$ cat config.mk
export PLATFORM = sky130hd
export DESIGN_NAME = gpu_cmd_queue
export DESIGN_NICKNAME = d
export VERILOG_FILES = /design/src/rtl/gpu_cmd_queue_pkg.sv /design/src/rtl/gpu_cmd_queue_fifo.sv /design/src/rtl/gpu_cmd_queue.sv
export SDC_FILE = /design/constraint.sdc
export NUM_CORES = 1
export LEC_CHECK = 0
export ABC_CLOCK_PERIOD_IN_PS = 3700
export CORE_MARGIN = 2
export CORE_UTILIZATION = 53
export CTS_BUF_LIST = sky130_fd_sc_hd__clkbuf_16
export DETAILED_ROUTE_END_ITERATION = 8
export PLACE_DENSITY = 0.76
export SLEW_MARGIN = 20
export SYNTH_ARGS = -nofsm -noshare
export SYNTH_HDL_FRONTEND = slang
export SYNTH_SLANG_ARGS = --single-unit
$ cat constraint.sdc
create_clock -name clk -period 3.7 [get_ports clk]
set_input_delay 0.74 -clock clk [delete_from_list [all_inputs] [get_ports clk]]
set_output_delay 0.74 -clock clk [all_outputs]
set_load 0.1 [all_outputs]
$ cat src/rtl/gpu_cmd_queue_pkg.sv
// Shared types for the GPU command queue: raster opcodes, the queued draw
// command bundle and the dispatch FSM state encoding.
package gpu_cmd_queue_pkg;

    localparam int GPU_COORD_W  = 8;
    localparam int GPU_COLOUR_W = 3;

    typedef enum logic [2:0] {
        RC_NOP,
        RC_PIXEL,
        RC_LINE,
        RC_RECT,
        RC_FILL_RECT,
        RC_CIRCLE,
        RC_CLEAR,
        RC_BLIT
    } raster_command_t;

    typedef struct packed {
        raster_command_t         command;
        logic [GPU_COORD_W-1:0]  x0;
        logic [GPU_COORD_W-1:0]  y0;
        logic [GPU_COORD_W-1:0]  x1;
        logic [GPU_COORD_W-1:0]  y1;
        logic [GPU_COLOUR_W-1:0] colour;
    } gpu_draw_cmd_t;

    typedef enum logic [1:0] {
        IDLE,
        ISSUE,
        WAIT_START,
        WAIT_DONE
    } gpu_queue_state_t;

endpackage

$ cat src/rtl/gpu_cmd_queue_fifo.sv
// Generic circular-buffer FIFO with registered count/full/empty and flush.
// Ports: clk_i/rst_i, push_i/pop_i/flush_i, wdata_i -> rdata_o (head),
//        full_o, empty_o, empty_next_o (empty after this edge), count_o.
module sync_fifo #(
    parameter int WIDTH = 8,
    parameter int DEPTH = 8
) (
    input  logic                       clk_i,
    input  logic                       rst_i,
    input  logic                       push_i,
    input  logic                       pop_i,
    input  logic                       flush_i,
    input  logic [WIDTH-1:0]           wdata_i,
    output logic [WIDTH-1:0]           rdata_o,
    output logic                       full_o,
    output logic                       empty_o,
    output logic                       empty_next_o,
    output logic [$clog2(DEPTH+1)-1:0] count_o
);
    localparam int AW = $clog2(DEPTH);
    localparam int CW = $clog2(DEPTH + 1);
    localparam logic [AW-1:0] PTR_ONE = AW'(1);
    localparam logic [CW-1:0] CNT_ONE = CW'(1);
    localparam logic [CW-1:0] CNT_MAX = CW'(DEPTH);

    logic [WIDTH-1:0] mem_q [DEPTH];
    logic [AW-1:0]    wptr_q, rptr_q;
    logic [CW-1:0]    count_q, count_d;
    logic             full_q, empty_q;
    logic             do_push, do_pop;

    // flush wins over a same-cycle push; the entry is simply dropped
    assign do_push = push_i && !full_q && !flush_i;
    assign do_pop  = pop_i && !empty_q;

    always_comb begin
        count_d = count_q;
        if (flush_i) begin
            count_d = '0;
        end else begin
            case ({do_push, do_pop})
                2'b10:   count_d = count_q + CNT_ONE;
                2'b01:   count_d = count_q - CNT_ONE;
                default: count_d = count_q;
            endcase
        end
    end

    always_ff @(posedge clk_i or posedge rst_i) begin
        if (rst_i) begin
            wptr_q  <= '0;
            rptr_q  <= '0;
            count_q <= '0;
            full_q  <= 1'b0;
            empty_q <= 1'b1;
        end else begin
            if (do_push) wptr_q <= wptr_q + PTR_ONE;
            if (flush_i) rptr_q <= wptr_q;
            else if (do_pop) rptr_q <= rptr_q + PTR_ONE;
            count_q <= count_d;
            full_q  <= (count_d == CNT_MAX);
            empty_q <= (count_d == '0);
        end
    end

    always_ff @(posedge clk_i) begin
        if (do_push) mem_q[wptr_q] <= wdata_i;
    end

    assign rdata_o      = mem_q[rptr_q];
    assign full_o       = full_q;
    assign empty_o      = empty_q;
    assign empty_next_o = (count_d == '0);
    assign count_o      = count_q;

endmodule

$ cat src/rtl/gpu_cmd_queue.sv
// Command queue between the CPU and the rasteriser: buffers draw commands and
// issues them in order with a one-cycle gpu_execute_request, never while busy.
// Ports: push + *_in enqueue, flush drops queued entries; full/count/overflow/
//        idle status; gpu_* command outputs, gpu_execute_request, gpu_busy in.
module gpu_cmd_queue
    import gpu_cmd_queue_pkg::*;
#(
    parameter int DEPTH    = 8,
    parameter int COORD_W  = GPU_COORD_W,
    parameter int COLOUR_W = GPU_COLOUR_W
) (
    input  logic                       clk,
    input  logic                       rst_async,
    input  logic                       push,
    input  raster_command_t            cmd_in,
    input  logic [COORD_W-1:0]         x0_in,
    input  logic [COORD_W-1:0]         y0_in,
    input  logic [COORD_W-1:0]         x1_in,
    input  logic [COORD_W-1:0]         y1_in,
    input  logic [COLOUR_W-1:0]        colour_in,
    input  logic                       flush,
    output logic                       full,
    output logic [$clog2(DEPTH+1)-1:0] count,
    output logic                       overflow,
    output logic                       idle,
    output raster_command_t            gpu_command,
    output logic [COORD_W-1:0]         gpu_x0,
    output logic [COORD_W-1:0]         gpu_y0,
    output logic [COORD_W-1:0]         gpu_x1,
    output logic [COORD_W-1:0]         gpu_y1,
    output logic [COLOUR_W-1:0]        gpu_colour,
    output logic                       gpu_execute_request,
    input  logic                       gpu_busy
);
    gpu_queue_state_t state_q;
    gpu_draw_cmd_t    entry_in, head, out_q;
    logic             req_q, overflow_q, idle_q;
    logic             empty, empty_next, issue;

    assign entry_in = '{command: cmd_in, x0: x0_in, y0: y0_in,
                        x1: x1_in, y1: y1_in, colour: colour_in};

    assign issue = (state_q == IDLE) && !empty && !gpu_busy;

    sync_fifo #(
        .WIDTH ($bits(gpu_draw_cmd_t)),
        .DEPTH (DEPTH)
    ) u_fifo (
        .clk_i        (clk),
        .rst_i        (rst_async),
        .push_i       (push),
        .pop_i        (issue),
        .flush_i      (flush),
        .wdata_i      (entry_in),
        .rdata_o      (head),
        .full_o       (full),
        .empty_o      (empty),
        .empty_next_o (empty_next),
        .count_o      (count)
    );

    // idle_q is computed from the next FSM state and next queue occupancy
    // so it stays a plain register aligned with count/full.
    always_ff @(posedge clk or posedge rst_async) begin
        if (rst_async) begin
            state_q    <= IDLE;
            out_q      <= '0;
            req_q      <= 1'b0;
            overflow_q <= 1'b0;
            idle_q     <= 1'b1;
        end else begin
            if (flush) overflow_q <= 1'b0;
            else if (push && full) overflow_q <= 1'b1;
            req_q <= 1'b0;
            case (state_q)
                IDLE: begin
                    if (issue) begin
                        state_q <= ISSUE;
                        out_q   <= head;
                        req_q   <= 1'b1;
                        idle_q  <= 1'b0;
                    end else begin
                        idle_q <= empty_next;
                    end
                end
                ISSUE: state_q <= WAIT_START;
                WAIT_START: begin
                    // busy never rising means a zero-length command
                    if (gpu_busy) begin
                        state_q <= WAIT_DONE;
                    end else begin
                        state_q <= IDLE;
                        idle_q  <= empty_next;
                    end
                end
                WAIT_DONE: begin
                    if (!gpu_busy) begin
                        state_q <= IDLE;
                        idle_q  <= empty_next;
                    end
                end
                default: state_q <= IDLE;
            endcase
        end
    end

    assign overflow            = overflow_q;
    assign idle                = idle_q;
    assign gpu_command         = out_q.command;
    assign gpu_x0              = out_q.x0;
    assign gpu_y0              = out_q.y0;
    assign gpu_x1              = out_q.x1;
    assign gpu_y1              = out_q.y1;
    assign gpu_colour          = out_q.colour;
    assign gpu_execute_request = req_q;

endmodule

==> results of run 1 <==
worst paths after layout:
path | cells after the start | to | slack, ns | startpoint
worst max-delay path | 10 | idle | 0.55 | gpu_busy
worst min-delay path | 2 | idle | 0.48 | idle
worst max register to register | 9 | idle | 0.87 | state_q[0]
worst min register to register | 2 | idle | 0.48 | idle
max in group asynchronous | 3 | u_fifo.rptr_q[0] | 2.37 | rst_async
min in group asynchronous | 2 | gpu_x0[5] | 0.56 | rst_async
Yosys cell counts:
library cell and count:
a211oi_1 1, a21bo_2 1, a21o_1 1, a21oi_1 40, a21oi_2 1, a221oi_2 1, a22oi_1 1, and2_1 1
buf_1 3, buf_2 13, buf_4 1, clkbuf_1 18, dfrtp_1 53, dfstp_2 2, edfxtp_1 304, ha_1 5
inv_1 4, mux2_2 2, mux2i_1 41, mux4_2 76, nand2_1 7, nand2b_1 4, nand3b_1 1, nor2_1 52
nor2b_1 3, nor3_1 2, nor3b_1 2, nor4_1 2, o211ai_1 1, o21ai_0 3, o2bb2ai_1 1, o41ai_1 1
or3_4 1, or4b_4 1, xnor2_1 3, xor2_1 4
layer usage:
layer / wire length (um) / track usage, % / share of wire, % / vias to the layer above
met2: 13000 / 33.4 / 51 / 237
met4: 639 / 6.70 / 2.5 / 0
met5: 0 / 0 / 0 / -
li1: - / - / - / 2865
met3: 1530 / 3.69 / 6.0 / 53
met1: 10300 / 25.9 / 41 / 3407
tightest hold or removal path, delay by kind of cell (launching register included):
kind                   cells  cell delay, ns
AOI/OAI and AO/OA          1            0.05
buffers and inverters      1            0.06
DFF                        1            0.37
kinds of logic after synthesis:
group | synth area share (%)
and+or+nand+nor | 2.52
muxes | 15.8
buffers and inverters | 1.23
AOI/OAI and AO/OA | 2.18
DFF | 77.4
adders and majority gates | 0.461
xor gates and xnor gates | 0.451
state kept, by name, summed over array words and instances, names as in the netlist:
register and flops:
gpu_execute_request 1, gpu_x0 8, gpu_y1 8, state_q 2
u_fifo.rptr_q 3, gpu_colour 3, u_fifo.wptr_q 3, gpu_command 3
idle 1, u_fifo.count_o 4, u_fifo.mem_q 304, gpu_y0 8
u_fifo.empty_o 1, u_fifo.full_o 1, overflow 1, gpu_x1 8
area by class of cell:
type / instances / area (um2) / area share [%]
clock buffers: 37 / 926 / 5.71
clock inverters: 26 / 214 / 1.32
inverters: 4 / 15.0 / 0.0926
multi-input cells: 259 / 2980 / 18.4
flip-flops and latches: 359 / 10500 / 64.8
well taps: 330 / 413 / 2.55
repair buffers: 113 / 1160 / 7.13
power by group:
part | switching, mW | internal (mW) | total, mW | leakage (nW)
sequential | 0.582 | 4.93 | 5.51 | 3.38
clock | 1.38 | 2.08 | 3.46 | 0.581
combinational | 2.68 | 1.57 | 4.25 | 1.47
total | 4.64 | 8.58 | 13.2 | 5.43
==> summary.md, run 1 <==
| Metric | Value |
|---|---|
| Die area | `26900 um2` |
| Status | `complete, no violations` |
| Share of cells above drive strength 1 | `21.2%` |
| Mapped Cells | `657` |
| First-pass GRT wire length | `39300 um` |
| Post-DP HPWL | `14600 um` |
| Site row count | `58` |
| Number of CTS-inserted buffers | `35` |
| Crit. End Element | `register` |
| Global Route Usage Sum | `19.7%` |
| Pwr/cell area | `815 nW/um2` |
| Max-slew violation count | `0` |
| Net Count, Synth | `705` |
| Number of global-route vias before repair | `6978` |
| Overall Power | `13.2 mW` |
| ANT cells | `0` |
| Final critical-path required period | `3.15 ns` |
| Via density | `5.82` |
| Fillers | `1600` |
| Max rail drop VDD | `0.590 mV` |
| Hold WS | `0.478 ns` |
| #FFs+latches synth | `359` |
| Yosys cell types | `36` |
| Crit path buf inv count | `1` |
| Syn Area/Cell | `20.7 um2` |
| Top cells by area, synth | `edfxtp_1 (67%), mux4_2 (13%), dfrtp_1 (9.8%)` |
| Post-synth top area share | `67.2%` |
| Hold Path Class | `reg -> reg` |
| Fin util | `64.4%` |
| Worst Setup Path Type | `in -> reg` |
| Fmax | `0.317 GHz` |
| Crit path required time | `4.12 ns` |
| Cell repeated most along the worst path | `ha_1` |
| Most frequent cells in the layout | `edfxtp_1 (304), clkdlybuf4s50_1 (88), mux4_2 (76)` |
| Slew HR | `25.9%` |
| Crit-path max cell delay | `0.47 ns` |
| Post-Synthesis Cell Area | `13600 um2` |
| Cell leakage power | `5.43 nW` |
| Resized Gates After CTS | `0` |
| Grt ovf | `0` |
| Setup_tns | `0 ns` |
| Final worst setup slack | `0.550 ns` |
| Die width | `164 um` |
| CTS max path bufs | `3` |
| Sequential fraction of the synthesis area | `77.4%` |
| CTS clock-pin slew for the worst setup and hold paths | `0.06 ns` |
| Chip height | `164 um` |
| Crit-path cells | `clkdlybuf4s50_1 -> nor4_1 -> ha_1 -> xor2_1 -> ha_1 -> a21oi_1 -> mux2i_1 -> xnor2_1 -> or3_4 -> a221oi_2` |
| Cell area after layout | `16200 um2` |
| Initial DRC count | `792` |
| Clock tree from TritonCTS | `done` |
| Placed Area | `15100 um2` |
| PortBufs | `88` |
| Worst slew pin tran | `1.11 ns` |
| Post-Route WL | `25500 um` |
| Worst-skew pair later-pin latency | `0.50 ns` |
| Clk_skew | `0.00883 ns` |
| ANT nets after route | `0` |
| Worst-path fanout max | `8` |
| Placed cells | `1065` |
| Final setup viols | `0` |
| Root Driver | `clkbuf_16` |
| Via count | `6562` |
| Max_cap viols | `0` |
| Initial antenna violation count | `1` |
| Dominant delay contributor by cell family on the critical path | `simple AND/OR/NAND/NOR gates` |
| Leading area contributor after synthesis | `edfxtp_1` |
| Placement Setup Slack | `0.0551 ns` |
| WP data arrival | `3.57 ns` |
| Postcts setup bufs | `0` |
| Initial Utilization | `53.9%` |
| Largest net degree at the start of global routing | `83` |
| Critical-path top delay cell | `clkdlybuf4s50_1` |
| Yosys warns | `0` |
| Routed wire length per instance | `22.6 um` |
| H-tree levels | `2` |
| Layout overhead on the synthesized area | `19.4%` |
| GP Congestion | `0.739` |
| Crit start category | `input pin` |
| Hold_buf cts | `0` |
| Sink Count | `359` |
| First-pass detailed-route iteration total | `4` |
| Commonest non-fill, non-tap cell in the layout | `edfxtp_1` |
| RSZ-0062 raised after global routing | `no` |
| DRC Markers | `0` |
| Num ports | `89` |
| Final Hold Fails | `0` |
| Final #Nets | `820` |
| Tcrit/Tclk final | `85.1%` |
| Fin cells | `1128` |
| Core area | `25200 um2` |
No activity file was read; power rests on OpenSTA's default activity.
==> run 2: changes to the inputs <==
ABC_CLOCK_PERIOD_IN_PS = not set   (was 3700)
==> results of run 2 <==
Same layout as run 1: the final DEF is identical, and so are final timing and power.
==> run 3: changes to the inputs <==
GPL_TIMING_DRIVEN = 0   (was not set)
==> summary.md, run 3 (synthesis gave the netlist of run 1 again) <==
| Metric | Value |
|---|---|
| Overall Power | `13.5 mW` |
| Crit. Startpoint | `flush` |
| Hold WS | `0.485 ns` |
| Die area | `26900 um2` |
| Critical-path top delay cell | `nor3b_2` |
| Fillers | `1574` |
| Crit-path cells | `clkdlybuf4s50_1 -> nor3b_2 -> inv_1 -> ha_1 -> buf_4 -> xor2_1 -> ha_1 -> a21oi_1 -> mux2i_1 -> xnor2_1 -> or3_4 -> a221oi_2` |
| Crit start category | `input pin` |
| Largest net degree at the start of global routing | `42` |
| WP data arrival | `3.85 ns` |
| Initial antenna violation count | `0` |
| Cell repeated most along the worst path | `ha_1` |
| Cell area after layout | `16500 um2` |
| Placed Area | `15400 um2` |
| Status | `complete, no violations` |
| Share of cells above drive strength 1 | `21.3%` |
| CTS max path bufs | `3` |
| Hold Path Origin | `idle` |
| Initial DRC count | `658` |
| CTS clock-pin slew for the worst setup and hold paths | `0.05 ns` |
| Core area | `25200 um2` |
| Final #Nets | `849` |
| DRC Markers | `0` |
| Clk_skew | `0.0186 ns` |
| Via count | `6766` |
| Number of CTS-inserted buffers | `35` |
| GP Congestion | `0.721` |
| Worst Setup Path Type | `in -> reg` |
| Largest reg by FF count | `u_fifo.mem_q` |
| Worst reg2reg startpoint | `u_fifo.full_o` |
| Worst-skew pair later-pin latency | `0.51 ns` |
| Sink Count | `359` |
| Hold_buf cts | `0` |
| Most frequent cells in the layout | `edfxtp_1 (304), clkdlybuf4s50_1 (88), mux4_2 (76)` |
| Die width | `164 um` |
| Chip height | `164 um` |
| Final setup viols | `0` |
| Crit path required time | `4.11 ns` |
| First-pass detailed-route iteration total | `5` |
| PortBufs | `88` |
| ANT nets after route | `0` |
| Flop2flop setup slack | `0.66 ns` |
| Clock tree from TritonCTS | `done` |
| Post-DP HPWL | `17400 um` |
| Max_cap viols | `0` |
| Grt ovf | `0` |
| Number of global-route vias before repair | `7210` |
| Routed wire length per instance | `24.2 um` |
| Pwr/cell area | `815 nW/um2` |
| Hold Path Class | `reg -> reg` |
| Site row count | `58` |
| Worst-path fanout max | `8` |
| ANT cells | `0` |
| Worst slew pin tran | `0.987 ns` |
| Crit-path max cell delay | `0.57 ns` |
| H-tree levels | `2` |
| Global Route Usage Sum | `21.6%` |
| Root Driver | `clkbuf_16` |
| Post-Route WL | `28000 um` |
| Max-slew violation count | `0` |
| Final critical-path required period | `3.44 ns` |
| Tcrit/Tclk final | `92.9%` |
| Cell leakage power | `5.54 nW` |
| Max rail drop VDD | `0.547 mV` |
| Final Hold Fails | `0` |
| Crit. End Element | `register` |
| First-pass GRT wire length | `42400 um` |
| Largest register FFs | `304` |
| Commonest non-fill, non-tap cell in the layout | `edfxtp_1` |
| Layout overhead on the synthesized area | `21.5%` |
| RSZ-0062 raised after global routing | `no` |
| Num ports | `89` |
| Initial Utilization | `53.9%` |
| Fmax | `0.291 GHz` |
| Via density | `5.86` |
| Slew HR | `34.0%` |
## run 3: cell count changes in the layout (fill, tap and decap cells not counted), sizes merged
cell,before,now
buf,25,36
clkinvlp,2,3
inv,12,9
clkbuf,37,55
## run 3: final cells by class
cell class | count | area, um2 | share of cell area, %
Buffer | 35 | 151 | 0.917
Clock buffer | 37 | 926 | 5.61
Clock inverter | 24 | 211 | 1.28
Inverter | 4 | 17.5 | 0.106
Multi-Input combinational cell | 259 | 2980 | 18.0
Sequential cell | 359 | 10500 | 63.7
Tap cell | 330 | 413 | 2.50
Timing Repair Buffer | 107 | 1300 | 7.88
## run 3: routing by layer
layer	share of wire (%)	vias to the layer above	track usage (%)
met5	0	-	0
met3	6.6	61	4.22
li1	-	2932	-
met1	39	3504	28.0
met2	52	269	37.0
met4	2.6	0	7.06
## run 3: stage by stage
stage | instances | worst slack, ns | setup TNS (ns) | util, %
after floorplan | 657 | 0.0280 | 0 | -
after global placement | 1075 | -2.40 | -690.24 | 59.1
after detailed placement | 1094 | -0.555 | -14.08 | 61.0
after CTS | 1155 | 0.285 | 0 | 65.6
after global routing | 1155 | 0.0549 | 0 | 65.6
final | 1155 | 0.261 | 0 | 65.6
## run 3: repair_timing
item,4_1_cts,5_1_grt
gates resized for setup,1,0
setup endpoints to repair,1,0
setup buffers,0,0
endpoints found under the hold margin,0,0
## run 3: final timing paths
path | endpoint | depth (start not counted)
min reg2reg | idle | 2
max reg2reg | idle | 11
max | idle | 12
min | idle | 2
min in group asynchronous | gpu_y1[0] | 2
max in group asynchronous | idle | 3
## run 3: worst max-delay path, delay by kind of cell
| family | cells | cell delay [ns] |
|---|---|---|
| AO/OA/AOI/OAI | 2 | 0.39 |
| XOR/XNOR | 2 | 0.28 |
| adder cells (fa/ha/maj) | 2 | 0.42 |
| buffers and inverters | 3 | 0.80 |
| multiplexers | 1 | 0.25 |
| AND/OR/NAND/NOR | 2 | 0.98 |
## run 3: power by group
part	internal [mW]	total, mW	switching (mW)
Combinational	1.63	4.76	3.13
Clock	2.08	3.49	1.41
Sequential	4.93	5.21	0.280
Total	8.63	13.5	4.82
==> RTL change (settings of run 1) <==
Put a register stage on the output `count`, with the module's reset. The value now appears one clock later. The other outputs are not delayed to match. Comments in the files are not updated.
--- a/src/rtl/gpu_cmd_queue.sv
+++ b/src/rtl/gpu_cmd_queue.sv
@@ -32,6 +32,8 @@
     output logic                       gpu_execute_request,
     input  logic                       gpu_busy
 );
+
+    logic [$clog2(DEPTH+1)-1:0] count_c;
     gpu_queue_state_t state_q;
     gpu_draw_cmd_t    entry_in, head, out_q;
     logic             req_q, overflow_q, idle_q;
@@ -56,7 +58,7 @@
         .full_o       (full),
         .empty_o      (empty),
         .empty_next_o (empty_next),
-        .count_o      (count)
+        .count_o      (count_c)
     );
 
     // idle_q is computed from the next FSM state and next queue occupancy
@@ -114,5 +116,13 @@
     assign gpu_colour          = out_q.colour;
     assign gpu_execute_request = req_q;
 
+    always_ff @(posedge clk or posedge rst_async) begin
+        if (rst_async) begin
+            count <= '0;
+        end else begin
+            count <= count_c;
+        end
+    end
+
 endmodule
 
Function: changed (Yosys sat finds a counterexample within 4 cycles, from zero or initial values and one cycle with rst_async high).
==> RTL change against run 1 <==
Highest routed layer unchanged. Power rose by 0.64%. Final area grew 0.59%. Global-route usage increased by 0.78 points. Area after synthesis is 0.74% higher. Wire length rose by 3.9%. Setup slack improved by 1.2 ps. Register-to-register slack got worse by 20 ps. Sequential cell count grew 4.
==> RTL change: results (changes against run 1) <==
## Critical path
• **data arrival time of the critical path** 3580 ps, about the same
• **setup slack of the most critical reg-to-reg path** 850 ps, -20 ps
• **crit path max-delay cell type** sky130_fd_sc_hd__nor4_1
• **worst-path maximum fanout** 7, -1
• **highest cell delay on the worst timing path** 530 ps, +60 ps
• **number of cells traversed by the worst register-to-register path** 8, -1

## Global routing
• **Tot GR Track Use** 20.5%, +0.78 points
• **global-route track usage on met1** 26.8%, +0.85 points
• **met2 Track Usage GR** 35.7%, +2.3 points
• **global-route wire length before repair** 41.1 mm, +4.4%
• **number of global-route vias before repair** 7,049, +1.0%

## Worst hold path
• **HP Start** u_fifo.count_o[3]
• **destination of the worst hold path** count[3]
• **worst hold path cell count** 0, -2

## Logic synthesis
• **Synth Warn #** 0, unchanged
• **synthesized netlist net count** 709, +0.57%
• **fraction of synthesis flops using an asynchronous set or reset pin** 16.3%, +0.93 points
• **top cell types by occurrence after synthesis** sky130_fd_sc_hd__edfxtp_1, sky130_fd_sc_hd__mux4_2, sky130_fd_sc_hd__dfrtp_1
• **top post-synthesis cells by area** sky130_fd_sc_hd__edfxtp_1, sky130_fd_sc_hd__mux4_2, sky130_fd_sc_hd__dfrtp_1, sky130_fd_sc_hd__mux2i_1, sky130_fd_sc_hd__a21oi_1
• **sequential share of the synthesized area** 77.5%, +0.17 points
• **synthesized instance count** 661, +0.61%

## Placement
• **placed standard-cell area** 15,200 um2, +0.60%
• **GP Congestion** 0.849, +15%
• **number of instances in the placed design** 1,071, +0.56%
• **half-perimeter wire length after detailed placement** 15.6 mm, +6.4%
• **post-placement setup slack** 73.9 ps, +18.7 ps

## Timing
• **setup skew after layout** 19.6 ps, +10.8 ps
• **worst hold margin** 418 ps, -59.9 ps
• **Max transition margin** 32.5%, +6.6 points
• **Max Fclk** 318 MHz, about the same

## Detailed routing
• **detailed-routed wire length on met2** 14.0 mm, +8.1%
• **WL met1** 10.7 mm, +3.2%
• **met3 wire length** 1.16 mm, -24%
• **count of routing violations after the opening detailed-route iteration** 554, -30%
• **total wire length after detailed routing** 26.5 mm, +3.9%

## Finish
• **share of post-route cells with drive strength above 1** 21.9%, +0.76 points
• **final-stage net count** 827, +0.85%

## CTS
• **clock latency at the later pin of the worst-skew pair** 530 ps, +30 ps
• **clock buffer count from CTS** 36, +2.9%

## Outcome
• **run status** completed

## Power and ir drop
• **leakage power** 5.50 nW, +1.2%

[RTL change: cell count changes after synthesis]
cell / change
sky130_fd_sc_hd__dfrtp_1: +4
[RTL change: cells by family (layout without fill, tap and decap cells)]
kind of cell | after synthesis | after routing | share of synthesized area [%]
flops | 363 | 363 | 77.5
mux | 119 | 119 | 15.7
simple gates | 76 | 76 | 2.50
compound gates | 52 | 52 | 2.17
buf+inv | 39 | 185 | 1.22
xor+xnor | 7 | 7 | 0.448
fa+ha+maj | 5 | 5 | 0.457
other cells | 0 | 1 | 0
[RTL change: final cells by class]
cell class	instances	area [um2]
Tap cell	330	413
Clock inverter	29	218
Sequential cell	363	10600
Timing Repair Buffer	115	1150
Antenna cell	1	2.50
Clock buffer	37	926
Multi-Input combinational cell	259	2980
Fill cell	1616	8940
Inverter	4	15.0
[RTL change: power by group]
group | total (mW) | switching, mW | internal (mW)
clock network | 3.46 | 1.48 | 1.97
registers | 5.46 | 0.475 | 4.98
logic | 4.39 | 2.83 | 1.56
